**src/rtl/tmr_recovery_pkg.sv**
```systemverilog
// -----------------------------------------------------------------------------
// tmr_recovery_pkg
// Shared types and helpers for the TMR fault recovery sequencer.
//   - state_t     : recovery FSM states
//   - NUM_CORES   : number of redundant cores in the cluster
//   - core_idx_t  : 2-bit core index
//   - popcount3 / core_onehot / onehot_index : small flag-vector helpers
// No ports (package).
// -----------------------------------------------------------------------------
package tmr_recovery_pkg;

    localparam int NUM_CORES = 3;

    typedef logic [1:0] core_idx_t;

    typedef enum logic [2:0] {
        IDLE       = 3'd0,
        CONFIRM    = 3'd1,
        RESET_CORE = 3'd2,
        RESYNC     = 3'd3,
        CHECK      = 3'd4,
        HALT       = 3'd5
    } state_t;

    // Number of set bits in a 3-bit flag vector.
    function automatic logic [1:0] popcount3(input logic [2:0] v);
        return {1'b0, v[0]} + {1'b0, v[1]} + {1'b0, v[2]};
    endfunction

    // One-hot vector selecting the given core; index 3 selects nothing.
    function automatic logic [2:0] core_onehot(input core_idx_t idx);
        logic [2:0] oh;
        case (idx)
            2'd0:    oh = 3'b001;
            2'd1:    oh = 3'b010;
            2'd2:    oh = 3'b100;
            default: oh = 3'b000;
        endcase
        return oh;
    endfunction

    // Index of the set bit of a one-hot vector (caller guarantees one-hot).
    function automatic core_idx_t onehot_index(input logic [2:0] v);
        core_idx_t idx;
        case (v)
            3'b001:  idx = 2'd0;
            3'b010:  idx = 2'd1;
            3'b100:  idx = 2'd2;
            default: idx = 2'd0;
        endcase
        return idx;
    endfunction

endpackage

```
**src/rtl/tmr_fault_recovery_ctrl_sat_counter.sv**
```systemverilog
// -----------------------------------------------------------------------------
// tmr_sat_counter
// Saturating up-counter used for the per-core confirmed-fault counts.
// Ports:
//   clk, rst_n : clock, asynchronous active-low reset
//   clr_i      : synchronous clear (priority over increment)
//   inc_i      : increment by one, holding at all-ones
//   cnt_o      : registered count value
// -----------------------------------------------------------------------------
module tmr_sat_counter #(
    parameter int W = 8
) (
    input  logic         clk,
    input  logic         rst_n,
    input  logic         clr_i,
    input  logic         inc_i,
    output logic [W-1:0] cnt_o
);

    logic [W-1:0] cnt_q;
    logic [W-1:0] cnt_d;

    // Next count: clear wins, otherwise increment until saturated.
    always_comb begin
        cnt_d = cnt_q;
        if (clr_i) begin
            cnt_d = '0;
        end else if (inc_i && !(&cnt_q)) begin
            cnt_d = cnt_q + W'(1);
        end else begin
            cnt_d = cnt_q;
        end
    end

    // Count register.
    always_ff @(posedge clk or negedge rst_n) begin
        if (!rst_n) begin
            cnt_q <= '0;
        end else begin
            cnt_q <= cnt_d;
        end
    end

    assign cnt_o = cnt_q;

endmodule

```
**src/rtl/tmr_fault_recovery_ctrl.sv**
```systemverilog
// -----------------------------------------------------------------------------
// tmr_fault_recovery_ctrl
// Recovery sequencer between the TMR voter fault flags and the per-core
// resets. A single-core fault that persists is confirmed, the core is reset,
// allowed to resynchronise and re-checked; repeated failures retire the core,
// and simultaneous faults on two or more live cores halt the sequencer.
//
// Optional feature macro: TMR_RECOVERY_TIMESTAMP_EN
//   defined   -> last_fault_time_o holds voted_time_count_i at the last
//                confirmation (cleared by clear_status_i)
//   undefined -> last_fault_time_o is tied to zero
//
// Ports:
//   clk, rst_n          : clock, asynchronous active-low reset
//   recovery_en_i       : allow automatic core resets
//   fault_flags_i[2:0]  : voter disagreement flag per core
//   voted_time_count_i  : voted MTIME for fault timestamps
//   clear_status_i      : clear counters / retired mask / fatal, return to IDLE
//   core_resetn_o[2:0]  : per-core reset request, active-low
//   recovery_busy_o     : sequencer not idle
//   core_retired_o[2:0] : cores that used up their retries
//   fatal_fault_o       : multi-core fault seen
//   fault_cnt_o         : saturating confirmed-fault counters, CNT_W per core
//   fault_irq_o         : one-cycle pulse per confirmation
//   last_fault_time_o   : timestamp of the last confirmation
// -----------------------------------------------------------------------------
module tmr_fault_recovery_ctrl
    import tmr_recovery_pkg::*;
#(
    parameter int PERSIST_CYCLES = 16,
    parameter int RESET_CYCLES   = 64,
    parameter int RESYNC_CYCLES  = 1024,
    parameter int MAX_RETRIES    = 3,
    parameter int CNT_W          = 8
) (
    input  logic                 clk,
    input  logic                 rst_n,
    input  logic                 recovery_en_i,
    input  logic [2:0]           fault_flags_i,
    input  logic [63:0]          voted_time_count_i,
    input  logic                 clear_status_i,
    output logic [2:0]           core_resetn_o,
    output logic                 recovery_busy_o,
    output logic [2:0]           core_retired_o,
    output logic                 fatal_fault_o,
    output logic [3*CNT_W-1:0]   fault_cnt_o,
    output logic                 fault_irq_o,
    output logic [63:0]          last_fault_time_o
);

    localparam int MAX_CYC = (RESET_CYCLES > RESYNC_CYCLES) ? RESET_CYCLES : RESYNC_CYCLES;
    localparam int CYC_W   = $clog2(MAX_CYC + 1);
    localparam int PER_W   = $clog2(PERSIST_CYCLES + 1);

    localparam logic [PER_W-1:0] PERSIST_LAST   = PER_W'(PERSIST_CYCLES - 1);
    localparam logic [CYC_W-1:0] RESET_END      = CYC_W'(RESET_CYCLES);
    localparam logic [CYC_W-1:0] RESYNC_LAST    = CYC_W'(RESYNC_CYCLES - 1);
    localparam logic [3:0]       MAX_RETRY_LAST = 4'(MAX_RETRIES - 1);

    state_t            state_q, state_d;
    core_idx_t         tgt_q, tgt_d;
    logic [PER_W-1:0]  persist_q, persist_d;
    logic [CYC_W-1:0]  cyc_q, cyc_d;
    logic [2:0]        resetn_q, resetn_d;
    logic [2:0]        retired_q, retired_d;
    logic              fatal_q, fatal_d;
    logic              irq_q, irq_d;
    logic              busy_q;
    logic [3:0]        retry_q [NUM_CORES];
    logic [3:0]        retry_d [NUM_CORES];

    logic [2:0]        rec_mask_s;
    logic [2:0]        eff_flags_s;
    logic [1:0]        eff_pop_s;
    logic              start_s;
    core_idx_t         start_idx_s;
    logic              confirm_s;
    logic              capture_s;
    logic [2:0]        cnt_inc_s;
    logic              cnt_clr_s;

    // Effective flags: retired cores and the core under reset/resync are ignored.
    always_comb begin
        rec_mask_s = 3'b000;
        if ((state_q == RESET_CORE) || (state_q == RESYNC)) begin
            rec_mask_s = core_onehot(tgt_q);
        end else begin
            rec_mask_s = 3'b000;
        end
        eff_flags_s = fault_flags_i & ~retired_q & ~rec_mask_s;
        eff_pop_s   = popcount3(eff_flags_s);
    end

    // Recovery FSM next-state and datapath control.
    always_comb begin
        state_d     = state_q;
        tgt_d       = tgt_q;
        persist_d   = persist_q;
        cyc_d       = cyc_q;
        resetn_d    = resetn_q;
        retired_d   = retired_q;
        fatal_d     = fatal_q;
        retry_d     = retry_q;
        irq_d       = 1'b0;
        start_s     = 1'b0;
        start_idx_s = tgt_q;
        confirm_s   = 1'b0;
        capture_s   = 1'b0;
        cnt_inc_s   = 3'b000;
        cnt_clr_s   = 1'b0;

        if (clear_status_i) begin
            state_d   = IDLE;
            persist_d = '0;
            cyc_d     = '0;
            resetn_d  = 3'b111;
            retired_d = 3'b000;
            fatal_d   = 1'b0;
            cnt_clr_s = 1'b1;
            for (int i = 0; i < NUM_CORES; i++) begin
                retry_d[i] = 4'd0;
            end
        end else if ((state_q != HALT) && (eff_pop_s >= 2'd2)) begin
            // Two live cores disagreeing at once cannot be outvoted: stop.
            fatal_d   = 1'b1;
            state_d   = HALT;
            resetn_d  = 3'b111;
            persist_d = '0;
            cyc_d     = '0;
        end else begin
            case (state_q)
                IDLE: begin
                    if (eff_pop_s == 2'd1) begin
                        start_s     = 1'b1;
                        start_idx_s = onehot_index(eff_flags_s);
                    end else begin
                        state_d = IDLE;
                    end
                end
                CONFIRM: begin
                    if (eff_flags_s == core_onehot(tgt_q)) begin
                        if (persist_q == PERSIST_LAST) begin
                            confirm_s = 1'b1;
                        end else begin
                            persist_d = persist_q + PER_W'(1);
                        end
                    end else begin
                        state_d   = IDLE;
                        persist_d = '0;
                    end
                end
                RESET_CORE: begin
                    // cyc_q counts reset-low cycles already issued.
                    if (cyc_q == RESET_END) begin
                        resetn_d = 3'b111;
                        cyc_d    = '0;
                        state_d  = RESYNC;
                    end else begin
                        resetn_d = ~core_onehot(tgt_q);
                        cyc_d    = cyc_q + CYC_W'(1);
                    end
                end
                RESYNC: begin
                    if (cyc_q == RESYNC_LAST) begin
                        cyc_d   = '0;
                        state_d = CHECK;
                    end else begin
                        cyc_d = cyc_q + CYC_W'(1);
                    end
                end
                CHECK: begin
                    if (!fault_flags_i[tgt_q]) begin
                        retry_d[tgt_q] = 4'd0;
                        state_d        = IDLE;
                    end else if (retry_q[tgt_q] == MAX_RETRY_LAST) begin
                        retired_d[tgt_q] = 1'b1;
                        retry_d[tgt_q]   = 4'd0;
                        state_d          = IDLE;
                    end else begin
                        // This cycle already counts as the first persisting one.
                        retry_d[tgt_q] = retry_q[tgt_q] + 4'd1;
                        start_s        = 1'b1;
                        start_idx_s    = tgt_q;
                    end
                end
                HALT: begin
                    resetn_d = 3'b111;
                    state_d  = HALT;
                end
                default: begin
                    resetn_d = 3'b111;
                    state_d  = IDLE;
                end
            endcase

            // First flagged cycle of a candidate fault.
            if (start_s) begin
                tgt_d = start_idx_s;
                if (PERSIST_CYCLES == 1) begin
                    confirm_s = 1'b1;
                end else begin
                    persist_d = PER_W'(1);
                    state_d   = CONFIRM;
                end
            end else begin
                tgt_d = tgt_q;
            end

            // Fault confirmed: report it and optionally start the reset.
            if (confirm_s) begin
                irq_d     = 1'b1;
                capture_s = 1'b1;
                cnt_inc_s = core_onehot(tgt_d);
                persist_d = '0;
                cyc_d     = '0;
                state_d   = recovery_en_i ? RESET_CORE : IDLE;
            end else begin
                irq_d = 1'b0;
            end
        end
    end

    // State and output registers.
    always_ff @(posedge clk or negedge rst_n) begin
        if (!rst_n) begin
            state_q   <= IDLE;
            tgt_q     <= 2'd0;
            persist_q <= '0;
            cyc_q     <= '0;
            resetn_q  <= 3'b111;
            retired_q <= 3'b000;
            fatal_q   <= 1'b0;
            irq_q     <= 1'b0;
            busy_q    <= 1'b0;
            for (int i = 0; i < NUM_CORES; i++) begin
                retry_q[i] <= 4'd0;
            end
        end else begin
            state_q   <= state_d;
            tgt_q     <= tgt_d;
            persist_q <= persist_d;
            cyc_q     <= cyc_d;
            resetn_q  <= resetn_d;
            retired_q <= retired_d;
            fatal_q   <= fatal_d;
            irq_q     <= irq_d;
            busy_q    <= (state_d != IDLE);
            for (int i = 0; i < NUM_CORES; i++) begin
                retry_q[i] <= retry_d[i];
            end
        end
    end

    for (genvar g = 0; g < NUM_CORES; g++) begin : g_cnt
        tmr_sat_counter #(
            .W (CNT_W)
        ) u_cnt (
            .clk   (clk),
            .rst_n (rst_n),
            .clr_i (cnt_clr_s),
            .inc_i (cnt_inc_s[g]),
            .cnt_o (fault_cnt_o[g*CNT_W +: CNT_W])
        );
    end

`ifdef TMR_RECOVERY_TIMESTAMP_EN
    logic [63:0] time_q;

    // Timestamp of the most recent confirmed fault.
    always_ff @(posedge clk or negedge rst_n) begin
        if (!rst_n) begin
            time_q <= 64'd0;
        end else if (clear_status_i) begin
            time_q <= 64'd0;
        end else if (capture_s) begin
            time_q <= voted_time_count_i;
        end else begin
            time_q <= time_q;
        end
    end

    assign last_fault_time_o = time_q;
`else
    logic unused_time_s;
    assign unused_time_s     = ^{voted_time_count_i, capture_s};
    assign last_fault_time_o = 64'd0;
`endif

    assign core_resetn_o   = resetn_q;
    assign recovery_busy_o = busy_q;
    assign core_retired_o  = retired_q;
    assign fatal_fault_o   = fatal_q;
    assign fault_irq_o     = irq_q;

endmodule
```
**config.mk**
```make
export PLATFORM = sky130hd
export DESIGN_NAME = tmr_fault_recovery_ctrl
export DESIGN_NICKNAME = d
export VERILOG_FILES = /design/src/rtl/tmr_recovery_pkg.sv /design/src/rtl/tmr_fault_recovery_ctrl_sat_counter.sv /design/src/rtl/tmr_fault_recovery_ctrl.sv
export SDC_FILE = /design/constraint.sdc
export NUM_CORES = 1
export LEC_CHECK = 0
export ABC_CLOCK_PERIOD_IN_PS = 7000
export CAP_MARGIN = 20
export CELL_PAD_IN_SITES_DETAIL_PLACEMENT = 0
export CELL_PAD_IN_SITES_GLOBAL_PLACEMENT = 1
export CORE_MARGIN = 2
export CORE_UTILIZATION = 35
export CTS_CLUSTER_SIZE = 12
export DETAILED_ROUTE_END_ITERATION = 7
export PLACE_DENSITY = 0.9
export SLEW_MARGIN = 25
export SYNTH_ARGS = -nofsm -noshare
export SYNTH_HDL_FRONTEND = slang
export SYNTH_SLANG_ARGS = --single-unit
```
**constraint.sdc**
```tcl
create_clock -name clk -period 7 [get_ports clk]
set_input_delay 1.4 -clock clk [delete_from_list [all_inputs] [get_ports clk]]
set_output_delay 1.4 -clock clk [all_outputs]
set_load 0.05 [all_outputs]
```
# ---- Yosys cells after proc, flatten, opt, wreduce, memory -nomap -nowiden
# Cells that the tools add are included.
dict set report totals {
  reg_bits 66
  inputBits 71
}
dict set report op_classes {
  n_addsub 8
  n_lt_le_gt_ge 5
  eq_ne 21
  mux 91
  n_bitwise 11
  n_reduce_logical 31
}
# operator count
set op_table {}
lappend op_table {{3-bit two-way mux} 29}
lappend op_table {{12-bit two-way mux} 5}
lappend op_table {{11-bit two-way mux} 5}
lappend op_table {{8-bit two-way mux} 6}
lappend op_table {{5-bit two-way mux} 7}
lappend op_table {{8-bit by 1-bit adder with 8-bit output, second input constant} 3}
lappend op_table {{8-bit AND reduction} 3}
lappend op_table {{11-bit case mux with 2 select lines} 1}
lappend op_table {{1-bit two-way mux} 18}
lappend op_table {{3-bit case mux with 3 select lines} 2}
lappend op_table {{3-bit case mux with 6 select lines} 1}
lappend op_table {{2-bit nonzero test} 7}
lappend op_table {{12-bit AND} 1}
lappend op_table {{12-bit bitwise mux} 1}
lappend op_table {{2-bit two-way mux} 6}
lappend op_table {{4-bit two-way mux} 3}
lappend op_table {{12-bit inverter} 1}
lappend op_table {{11-bit by 1-bit adder with 11-bit output, second input constant} 1}
lappend op_table {{11-bit by 10-bit equality test with 1-bit output, second input constant} 1}
lappend op_table {{11-bit by 7-bit equality test with 1-bit output, second input constant} 1}
lappend op_table {{5-bit nonzero test} 2}
lappend op_table {{3-bit by 2-bit equality test with 1-bit output, second input constant} 3}
lappend op_table {{3-bit equality test, second input constant} 3}
lappend op_table {{3-bit inverter} 3}
lappend op_table {{39 further kinds} 54}

# ---- Logic depth before layout (Yosys ltp)
# Gate-level depths: netlist of run 1.
dict set report depth {
  ltp_word 23
  ltp_mapped 13
  mapped_depth_nobuf 10
}

# ---- By module
# Synthesis of run 1 repeated with hierarchy kept, for this count alone.
dict set report hier_totals {
  hier_cells 483
  area_unflattened_um2 4500.6
}
# mod instances cells_per_inst area_per_inst_um2 seq_area_each_um2
set by_module_without_submodules {}
lappend by_module_without_submodules {tmr_fault_recovery_ctrl 1 342 2984.1 1054.8}
lappend by_module_without_submodules {tmr_sat_counter 3 47 505.5 200.2}

# ---- Worst setup path after synthesis of run 1
# No wires, ideal clock.
dict set report synth_path {
  path_kind {input to register}
  startpoint {input port fault_flags_i[0]}
  endpoint {register g_cnt[0].u_cnt.cnt_q[7]}
  setup_ps 78
  arrival_time_ps 4304
  required_time_ps 6922
  slack_ps 2618
  cell_stages 10
  n_path_buf 1
  cell_sequence {nor2b_1 o21ai_1 fa_1 or3b_1 or3_4 a32o_2 or3_4 buf_6 or4_1 a21oi_1}
}
dict set report synth_via {
  elab_chain_cells 19
  elab_cells_between_ends 36
  cone_classes {add/sub (2); order compare (1); eq/ne (6); mux (21); bitwise (2); reduce/logical (4)}
}
# element line_no
set synth_lines {}
lappend synth_lines {{start, declared} tmr_fault_recovery_ctrl.sv:39} ;# input logic [2:0] fault_flags_i,
lappend synth_lines {{3-bit AND (2 in series)} tmr_fault_recovery_ctrl.sv:90} ;# eff_flags_s = fault_flags_i & ~retired_q & ~rec_mask_s;
lappend synth_lines {{1-bit by 1-bit adder with 2-bit output} tmr_recovery_pkg.sv:27} ;# return {1'b0, v[0]} + {1'b0, v[1]} + {1'b0, v[2]};
lappend synth_lines {{2-bit by 1-bit adder with 2-bit output} tmr_recovery_pkg.sv:27}
lappend synth_lines {{2-bit by 1-bit equality test with 1-bit output} tmr_fault_recovery_ctrl.sv:133} ;# if (eff_pop_s == 2'd1) begin
lappend synth_lines {{1-bit two-way mux} tmr_fault_recovery_ctrl.sv:133}
lappend synth_lines {{1-bit case mux with 2 select lines} tmr_fault_recovery_ctrl.sv:131} ;# case (state_q)
lappend synth_lines {{1-bit two-way mux} tmr_fault_recovery_ctrl.sv:123} ;# end else if ((state_q != HALT) && (eff_pop_s >= 2'd2)) begin
lappend synth_lines {{1-bit two-way mux} tmr_fault_recovery_ctrl.sv:112} ;# if (clear_status_i) begin
lappend synth_lines {{(+2 left out)} -}
lappend synth_lines {{2-bit two-way mux} tmr_fault_recovery_ctrl.sv:112}
lappend synth_lines {{2-bit equality test (tied with other cells)} tmr_recovery_pkg.sv:33} ;# case (idx)
lappend synth_lines {{3-bit case mux with 3 select lines} tmr_recovery_pkg.sv:33}
lappend synth_lines {{3-bit two-way mux} tmr_fault_recovery_ctrl.sv:210} ;# if (confirm_s) begin
lappend synth_lines {{3-bit two-way mux (*)} tmr_fault_recovery_ctrl.sv:123}
lappend synth_lines {{3-bit two-way mux (*)} tmr_fault_recovery_ctrl.sv:112}
lappend synth_lines {{1-bit logical AND (*)} tmr_fault_recovery_ctrl_sat_counter.sv:28} ;# end else if (inc_i && !(&cnt_q)) begin
lappend synth_lines {{2-bit nonzero test (no source line) (*)} -}
lappend synth_lines {{end signal, assigned} tmr_fault_recovery_ctrl_sat_counter.sv:40} ;# cnt_q <= cnt_d;
lappend synth_lines {{end, declared} tmr_fault_recovery_ctrl_sat_counter.sv:20} ;# logic [W-1:0] cnt_q;
# Mark *: on every way between the ends. The rest lies on a longest branch, timed or not. The select of a mux whose other input is x is not followed.
# A chain may end at the register's enable or synchronous reset.

# ---- Worst setup path in the final report of run 1
dict set report layout_path {
  startpoint {input port fault_flags_i[1]}
  endpoint {register g_cnt[2].u_cnt.cnt_q[2]}
}
dict set report layout_via {
  elab_chain_cells 19
  elab_cells_between_ends 36
  cone_classes {add/sub (2); order compare (1); eq/ne (6); mux (21); bitwise (2); reduce/logical (4)}
}
# element line_no
set layout_lines {}
lappend layout_lines {{3-bit AND (2 in series)} tmr_fault_recovery_ctrl.sv:90}
lappend layout_lines {{1-bit by 1-bit adder with 2-bit output} tmr_recovery_pkg.sv:27}
lappend layout_lines {{2-bit by 1-bit adder with 2-bit output} tmr_recovery_pkg.sv:27}
lappend layout_lines {{2-bit by 1-bit equality test with 1-bit output} tmr_fault_recovery_ctrl.sv:133}
lappend layout_lines {{1-bit two-way mux} tmr_fault_recovery_ctrl.sv:133}
lappend layout_lines {{1-bit case mux with 2 select lines} tmr_fault_recovery_ctrl.sv:131}
lappend layout_lines {{1-bit two-way mux} tmr_fault_recovery_ctrl.sv:123}
lappend layout_lines {{1-bit two-way mux} tmr_fault_recovery_ctrl.sv:112}
lappend layout_lines {{(+2 left out)} -}
lappend layout_lines {{2-bit two-way mux} tmr_fault_recovery_ctrl.sv:112}
lappend layout_lines {{2-bit equality test (tied with other cells)} tmr_recovery_pkg.sv:33}
lappend layout_lines {{3-bit case mux with 3 select lines} tmr_recovery_pkg.sv:33}
lappend layout_lines {{3-bit two-way mux} tmr_fault_recovery_ctrl.sv:210}
lappend layout_lines {{3-bit two-way mux (*)} tmr_fault_recovery_ctrl.sv:123}
lappend layout_lines {{3-bit two-way mux (*)} tmr_fault_recovery_ctrl.sv:112}
lappend layout_lines {{1-bit logical AND (*)} tmr_fault_recovery_ctrl_sat_counter.sv:28}
lappend layout_lines {{2-bit nonzero test (no source line) (*)} -}
lappend layout_lines {{end signal, assigned} tmr_fault_recovery_ctrl_sat_counter.sv:40}
lappend layout_lines {{end, declared} tmr_fault_recovery_ctrl_sat_counter.sv:20}
# Marked as above.

==> results.txt, run 1 <==
- Maximum cell stage delay along the critical path: ~0.54 ns
* CP Data Required Time: 7.19 ns
- Setup clock skew after layout: around 0.0078 ns
- Die outline area: 0.0132 sq mm
- GRT Resource Usage Total: around 15%
* Period utilization: 71.7%
- The Yosys step of the flow raised 0 warnings.
- TritonCTS built the clock tree.
- Once detail routing completed, the nets flagged for antenna violations numbered 0.
- After synthesis the cells add up to approximately 0.0043 sq mm.
* Cell variety after synth: 57
- The later pin in the worst-skew pair is clocked with a latency of 0.33 ns.
- Kind of start point of the critical path: input pin
- Cts bufs inserted: 9
- Max IR drop VDD: between 0.1 and 0.15 mV
- A synthesized cell averages between 8 and 9 sq um.
- For this run, asynchronously set or reset flops after synthesis account for 100%.
* Final standard cell utilization of the core: 40.5%
* IO Port Bufs: 39
* Outcome: finished clean
* Buffers inserted during post-CTS setup optimization: 0
* Antenna Diode Count: 0
* Worst slew slack as a fraction of its limit: between 40% and 50%
- Gpl congestion: 0.835
* Top-level port count: about 170
* CTS Sinks: 66
- Number of resized instances in the post-cts repair step: 0
- The number of global-route vias before repair is 3500.
* Residual overflow from global routing: 0
- Synth-to-Final Area Change: 12.6%
* Area taken by multi-input logic gates: around 0.0023 sq mm
- Endpoint type of the worst setup path: flop
* Tightest hold margin: 0.481 ns
* Power density over cell area: 221 mW/mm^2
- The tightest min-delay check is of the flop to flop type.
* Per-cell via count in the routed design: 5.40
* Top cells by area, synth: sky130_fd_sc_hd__dfrtp_1 37%, sky130_fd_sc_hd__buf_4 11%, sky130_fd_sc_hd__o21ai_0 4.3%, sky130_fd_sc_hd__a21oi_1 3.7%, sky130_fd_sc_hd__nand2_1 3.5%
- In this run the vertical extent of the chip is between 100 and 150 um.
* Buffer and inverter count on the worst path: 1
* Leading register cell type out of synthesis: sky130_fd_sc_hd__dfrtp_1
* RSZ-0062 raised after global routing: no
- Number of cells after detailed placement: 666
- Register clock-pin slew on the reported worst setup and hold paths: 0.06 ns
- The count of pins over their slew limit is 0.
* DRC violations left: 0
- Buffers inserted to repair hold after CTS numbered 0.
- The longest clock path from root to sink contains 2 buffers.
- Total Wirelength: 9840 um
- Total negative slack for setup checks: 0 ns
- Global-route wire length before repair: 16700 um
- Share of the yosys chip area belonging to registers: 38.3%
- Routed len/inst: 14.4 um
- Entering global routing, the biggest net connects 67 pins.
* Count of endpoints failing hold in the final timing report: 0
- The floorplan step set the die width to 115 um.
* Count of placed standard cells in the final layout, fillers left out: 682
* Initial standard-cell utilization of the core: 35.9%
- The slowest stage of the critical path belongs to the cell sky130_fd_sc_hd__or3_1.
- Across the run, the number of max-cap violations was 0.
- List of cells traversed by the critical path: clkdlybuf4s50_1 -> nor2b_1 -> o21ai_0 -> fa_1 -> or3b_1 -> or3_4 -> a32o_1 -> or3_1 -> o311ai_0 -> o41ai_1
* Finish-stage setup viols: 0
- Filler cells: 1187
- Top-area cell type share of the netlist area: 36.5%
- The largest total area in the synthesized netlist belongs to sky130_fd_sc_hd__dfrtp_1.
- Combined flip-flop and latch cell area: 0.00166 sq mm
- After floorplanning, the core was sized to cover 0.0120 sq mm.
- Summed over all cells, the static leakage comes to about 2.0 nW.
* Highest net fanout along the worst path: 14
* Post-synth EDFFs: 0
* Category of the most critical setup path: input pin to flop
- On the critical path the largest part of the delay comes from simple AND/OR/NAND/NOR gates.
* Clock tree root driver cell: sky130_fd_sc_hd__clkbuf_16
* Post-route minimum period: 5.02 ns
- Initial DRT Pass Iterations: 7
- Worst endpoint data arrival time: 5.21 ns
- Final layout net count: around 610
- The first routing iteration left 515 violations.
- The initial antenna violation count was 0.
- Counting every instance in the synthesized netlist gives 499.
- Fmax: 199 MHz
* Share of final-layout standard cells stronger than drive strength 1: approximately 6.2%
- The clock tree synthesis step divided the H-tree into 3 levels.
* Least-Margin Pin Slew: 0.894 ns
- Register bit count reported by yosys: 66
- The wire-length estimate of the detail-placed layout is 6840 um.
* Standard-cell rows: 40
* Routed vias: 3683
-- synth_stat cells (4+ instances only) --
cell type                   n
sky130_fd_sc_hd__mux2i_1    6
sky130_fd_sc_hd__nand3_1   29
sky130_fd_sc_hd__nor2_1    30
sky130_fd_sc_hd__or4_1     15
sky130_fd_sc_hd__and2_1     4
sky130_fd_sc_hd__o31ai_1   14
sky130_fd_sc_hd__o21ai_0   37
sky130_fd_sc_hd__nor3_1     6
sky130_fd_sc_hd__and3_1    12
sky130_fd_sc_hd__dfrtp_1   63
sky130_fd_sc_hd__nand2b_1   6
sky130_fd_sc_hd__clkbuf_1  13
sky130_fd_sc_hd__mux2_2     4
sky130_fd_sc_hd__a31oi_1    7
sky130_fd_sc_hd__a21oi_1   32
sky130_fd_sc_hd__nand3b_1   4
sky130_fd_sc_hd__nor2b_1   13
sky130_fd_sc_hd__nand4_1    7
sky130_fd_sc_hd__buf_4     64
sky130_fd_sc_hd__or3_1      9
sky130_fd_sc_hd__ha_1       9
sky130_fd_sc_hd__inv_1     14
sky130_fd_sc_hd__nand2_1   40
sky130_fd_sc_hd__nor4_1     6
sky130_fd_sc_hd__o22a_1     4
sky130_fd_sc_hd__buf_2      5
-- area by class of cell --
| type | count | area share (%) |
|---|---|---|
| sequential | 66 | 34.1 |
| timing repair buffer | 41 | 8.24 |
| clock inverter | 5 | 0.798 |
| inverter | 14 | 1.08 |
| clock buffer | 11 | 5.20 |
| tap | 147 | 3.78 |
| multi-input combinational | 398 | 46.8 |
-- worst min-delay path: stages (launching register included) --
cell                      delay, ns
sky130_fd_sc_hd__dfrtp_1       0.34
sky130_fd_sc_hd__nand2_1       0.05
sky130_fd_sc_hd__o21ai_0       0.06
-- cells in the final DEF (no fill, tap or decap), types with 7 or more instances in the layout --
cell	n
sky130_fd_sc_hd__o31ai_1	14
sky130_fd_sc_hd__and3_1	12
sky130_fd_sc_hd__ha_1	9
sky130_fd_sc_hd__dfrtp_1	63
sky130_fd_sc_hd__o21ai_0	37
sky130_fd_sc_hd__a21oi_1	32
sky130_fd_sc_hd__clkbuf_16	9
sky130_fd_sc_hd__inv_1	14
sky130_fd_sc_hd__conb_1	64
sky130_fd_sc_hd__a31oi_1	7
sky130_fd_sc_hd__nand4_1	7
sky130_fd_sc_hd__nand2_1	40
sky130_fd_sc_hd__or3_1	9
sky130_fd_sc_hd__nor2b_1	13
sky130_fd_sc_hd__nand3_1	29
sky130_fd_sc_hd__or4_1	15
sky130_fd_sc_hd__clkdlybuf4s50_1	38
sky130_fd_sc_hd__nor2_1	30
-- layer usage --
metal  up-vias  GRT usage, %  wire length [um]
met5         -             0                 0
met3        14          2.90               515
met4         0          5.38               127
li1       1741             -                 -
met2       130          25.0              4780
met1      1798          20.4              4420
-- power breakdown --
| part | internal, mW | total [mW] | switching, mW |
|---|---|---|---|
| clock | 0.259 | 0.434 | 0.174 |
| combinational | 0.0467 | 0.221 | 0.174 |
| sequential | 0.389 | 0.417 | 0.0275 |
-- registers in the layout, summed over array words and instances, names as in the netlist --
| signal | cells |
|---|---|
| core_resetn_o | 3 |
| core_retired_o | 3 |
| cyc_q | 11 |
| fatal_fault_o | 1 |
| fault_irq_o | 1 |
| g_cnt.u_cnt.cnt_o | 24 |
| persist_q | 5 |
| recovery_busy_o | 1 |
| retry_q | 12 |
| state_q | 3 |
| tgt_q | 2 |
-- cell families after synthesis --
logic type	synth area share [%]
flip-flops	38.3
AND/OR/NAND/NOR	24.0
AO/OA/AOI/OAI	17.1
adder cells (fa/ha/maj)	3.07
XOR/XNOR	0.609
other	0.0869
multiplexers	2.43
buffers and inverters	14.4
-- stage by stage --
step	total power, mW	cell area [sq um]	setup WS (ns)
after floorplan	0.625	4550	2.62
after global placement	0.638	4570	1.80
after detailed placement	0.641	4570	1.72
after CTS	1.07	4860	2.04
after global routing	1.11	4860	1.79
final	1.07	4860	1.98
-- worst paths after layout --
check                                       startpoint                             endpoint  slack, ns  depth (start not counted)
worst min register to register  retry_q[1]$_DFFE_PN0P_               retry_q[1]$_DFFE_PN0P_       0.48                          2
max in group asynchronous                        rst_n  g_cnt[1].u_cnt.cnt_o[4]$_DFFE_PN0P_       5.17                          2
worst max-delay path                  fault_flags_i[1]  g_cnt[2].u_cnt.cnt_o[2]$_DFFE_PN0P_       1.98                         10
worst max register to register    state_q[1]$_DFF_PN0_  g_cnt[2].u_cnt.cnt_o[2]$_DFFE_PN0P_       2.42                         10
worst min-delay path            retry_q[1]$_DFFE_PN0P_               retry_q[1]$_DFFE_PN0P_       0.48                          2
min in group asynchronous                        rst_n               retry_q[7]$_DFFE_PN0P_       1.26                          2
Power figures use the tool's default switching activity.
==> run 2: changes to the inputs <==
- ABC_CLOCK_PERIOD_IN_PS: 7000 -> 4350
- CORE_UTILIZATION: 35 -> 29
- PLACE_DENSITY: 0.9 -> 0.8
- clock period: 7 -> 4.35 ns (I/O delays scaled with it)
==> results.txt, run 2 (same netlist as run 1, synthesis figures left out) <==
* Final Instance Area: 0.00509 sq mm (+4.8%)
- The number of inserted diodes came to 0 (unchanged).
- The power density over the cells came to 353 mW/mm^2 (+60%).
- Worst endpoint data arrival time: 4.38 ns (-0.83 ns)
* Area of the core: 0.0145 sq mm (+21%)
- List of cells traversed by the critical path: clkdlybuf4s50_1 -> nor2b_1 -> o21ai_1 -> fa_1 -> or3b_1 -> or3_4 -> a32o_1 -> or3_1 -> buf_4 -> or3_1 -> a21oi_1
- GRT Resource Usage Total: 12.6% (-2.7 points)
- Number of cells on the worst hold path: 2 (unchanged)
* Startpoint of the worst-slack reg-to-reg timing path: tgt_q[0]$_DFFE_PN0P_
- Period utilization: 95.2%
- The top-level I/O count came to 168 (unchanged).
- The combinational group share of total power was 22.6% (+2.0 points).
* Least-Margin Pin Slew: 0.854 ns (-0.0403 ns)
* Tightest hold margin: 0.479 ns (-0.00258 ns)
- The critical path in this run is classified as input pin to flop.
* Global-route wire length before repair: 16900 um (+1.3%)
- The pin count of the biggest net entering global routing was 67 (unchanged).
- Count of placed standard cells in the final layout, fillers left out: 742 (+8.8%)
- The initial antenna violation count came to 0 (unchanged).
- Static timing analysis puts the maximum clock frequency at 241 MHz.
- The total net switching power is 0.603 mW (+60%).
- CTS placed an instance of sky130_fd_sc_hd__clkbuf_16 at the clock tree root.
- H-tree levels: 3 (unchanged)
- ANT nets after route: 0 (unchanged)
* Initial DRT Pass Iterations: 4 (-3)
- The reg-to-reg setup timing slack is 0.45 ns (-1.97 ns).
* Initial standard-cell utilization of the core: 29.7% (-6.2 points)
- Compared with the post-synthesis result, the final layout area differs by 18.0%.
- Setup clock skew after layout: 0.00717 ns (-0.000584 ns)
* Final number of max-transition violations: 0 (unchanged)
- Leaving out fill and tap cells, the most frequent cell in the layout is sky130_fd_sc_hd__conb_1.
- Die outline area: 0.0159 sq mm (+20%)
* Post-DP HPWL: 7220 um (+5.6%)
- Die Span X: 126 um (+9.5%)
- CP Data Required Time: 4.59 ns (-2.60 ns)
* Max reg flops: 24 (unchanged)
* Number of cells after detailed placement: 726 (+9.0%)
* Post-detailed-placement cell area: 0.00479 sq mm (+4.8%)
- Switching Share: 33.6% (-1.5 points)
- In this run the critical register-to-register path is captured at g_cnt[2].u_cnt.cnt_o[0]$_DFFE_PN0P_.
- Register clock-pin slew on the reported worst setup and hold paths: 0.06 ns (about the same)
* Final layout net count: 634 (+3.8%)
- Setup repair after global routing left no endpoint under its margin.
* Number of buffers inserted for hold repair after clock tree synthesis: 0 (unchanged)
- The total internal power was 1.19 mW (+71%).
* Per-cell via count in the routed design: 5.04 (-6.8%)
- The number of global-route vias before repair is 3541 (+1.2%).
- Kind of start point of the critical path: input pin
* Portion of total power attributed to sequential cells: 36.8% (-2.1 points)
- The average routed wire per standard cell is 13.5 um (-6.6%).
- The total clock sinks is 66 (unchanged).
- The number of buffers created by CTS is 9 (unchanged).
* Most used cell along the critical path: sky130_fd_sc_hd__or3_1
* Longest Clk Path Bufs: 2 (unchanged)
- Endpoint, Worst Hold: retry_q[11]$_DFFE_PN0P_
* Share of final-layout standard cells stronger than drive strength 1: 10.0% (+3.9 points)
- The maximum fanout along the worst path came to 10 (-4).
- Number of resized instances in the post-cts repair step: 0 (unchanged)
- STA classifies the critical path endpoint as a flop.
- The post-CTS setup-driven buffer insertion count is 0 (unchanged).
- IO Port Bufs: 39 (unchanged)
- TritonCTS built the clock tree.
* Total negative slack for setup checks: 0 ns (unchanged)
* Worst Reg-to-Reg Cells: 10 (unchanged)
- The run finished with clean final reports.
- The number of hold violations in the final report was 0 (unchanged).
* Post-placement setup slack: -0.115 ns (-1.84 ns)
* Number of DRC markers after the initial detailed-route iteration: 248 (-52%)
- Power Total: 1.80 mW (+68%)
- Worst slew slack as a fraction of its limit: 43.1% (+2.8 points)
* Leading cell types in the layout, fill and taps excluded: 64 x sky130_fd_sc_hd__conb_1, 63 x sky130_fd_sc_hd__dfrtp_1, 40 x sky130_fd_sc_hd__nand2_1, 38 x sky130_fd_sc_hd__clkdlybuf4s50_1, 37 x sky130_fd_sc_hd__o21ai_0
* Max-Cap Viols: 0 (unchanged)
- The floorplan die height came to 126 um (+9.5%).
- The final design utilization is 35.0% (-5.4 points).
- The placement row count is 44 (+10%).
- The total setup violations reported at the end of the flow was 0 (unchanged).
- Start point of the worst hold path: retry_q[11]$_DFFE_PN0P_
* Slowest cell on the critical path: sky130_fd_sc_hd__clkdlybuf4s50_1
- The post-route worst setup slack is 0.209 ns (-1.77 ns).
- Gpl congestion: 0.842 (+0.90%)
* Max IR drop VDD: 0.219 mV (+79%)
- Residual overflow from global routing: 0 (unchanged)
* Worst skew pair latency: 0.33 ns (about the same)
- The total via count after detailed routing came to 3736 (+1.4%).
* Post-route minimum period: 4.14 ns
* Part of the power in the clock network: 40.7% (+0.2 points)
- Class of the tightest hold or removal check: flop to flop
* Total Wirelength: 10000 um (+1.6%)
- DRC violations left: 0 (unchanged)
* Maximum cell stage delay along the critical path: 0.50 ns (-0.04 ns)
- The leakage power figure is 2.14 nW (+5.9%).
## run 2: routing by layer
layer  vias up  wire length [um]  track usage (%)
met5         -                 0                0
met4         0                91             3.04
met3        10               502             2.93
met2       106              4940             21.3
met1      1826              4470             16.5
li1       1794                 -                -
## run 2: worst max-delay path by stage
stage	end	cells past startpoint	start	slack, ns
2_1_floorplan	g_cnt[0].u_cnt.cnt_o[7]$_DFFE_PN0P_	10	fault_flags_i[0]	0.50
3_3_place_gp	g_cnt[2].u_cnt.cnt_o[1]$_DFFE_PN0P_	12	fault_flags_i[2]	-0.08
3_5_place_dp	g_cnt[2].u_cnt.cnt_o[1]$_DFFE_PN0P_	12	fault_flags_i[2]	-0.11
6_report	g_cnt[2].u_cnt.cnt_o[0]$_DFFE_PN0P_	11	fault_flags_i[0]	0.21
5_1_grt	g_cnt[2].u_cnt.cnt_o[1]$_DFFE_PN0P_	12	fault_flags_i[2]	0.02
4_1_cts	g_cnt[2].u_cnt.cnt_o[0]$_DFFE_PN0P_	12	fault_flags_i[2]	0.21
## run 2: worst max-delay path: cells and delay by family
kind | cells | cell delay [ns]
AO/OA/AOI/OAI | 3 | 0.55
AND/OR/NAND/NOR | 5 | 1.77
buffers and inverters | 2 | 0.71
adder cells (fa/ha/maj) | 1 | 0.49
## run 2: area by class of cell
class                           instances  area [sq um]
Sequential cell                        66          1660
Timing Repair Buffer                   64           573
Fill cell                            1484          9440
Tap cell                              184           230
Clock inverter                          6          66.3
Clock buffer                           10           239
Multi-Input combinational cell        398          2280
Inverter                               14          52.6
## run 2: power groups by stage
stage	Combinational (mW)	Sequential, mW	Clock, mW
after floorplan	0.347	0.659	0
after global placement	0.399	0.670	0
after detailed placement	0.403	0.671	0
after CTS	0.405	0.661	0.746
after global routing	0.440	0.665	0.772
final	0.405	0.660	0.730
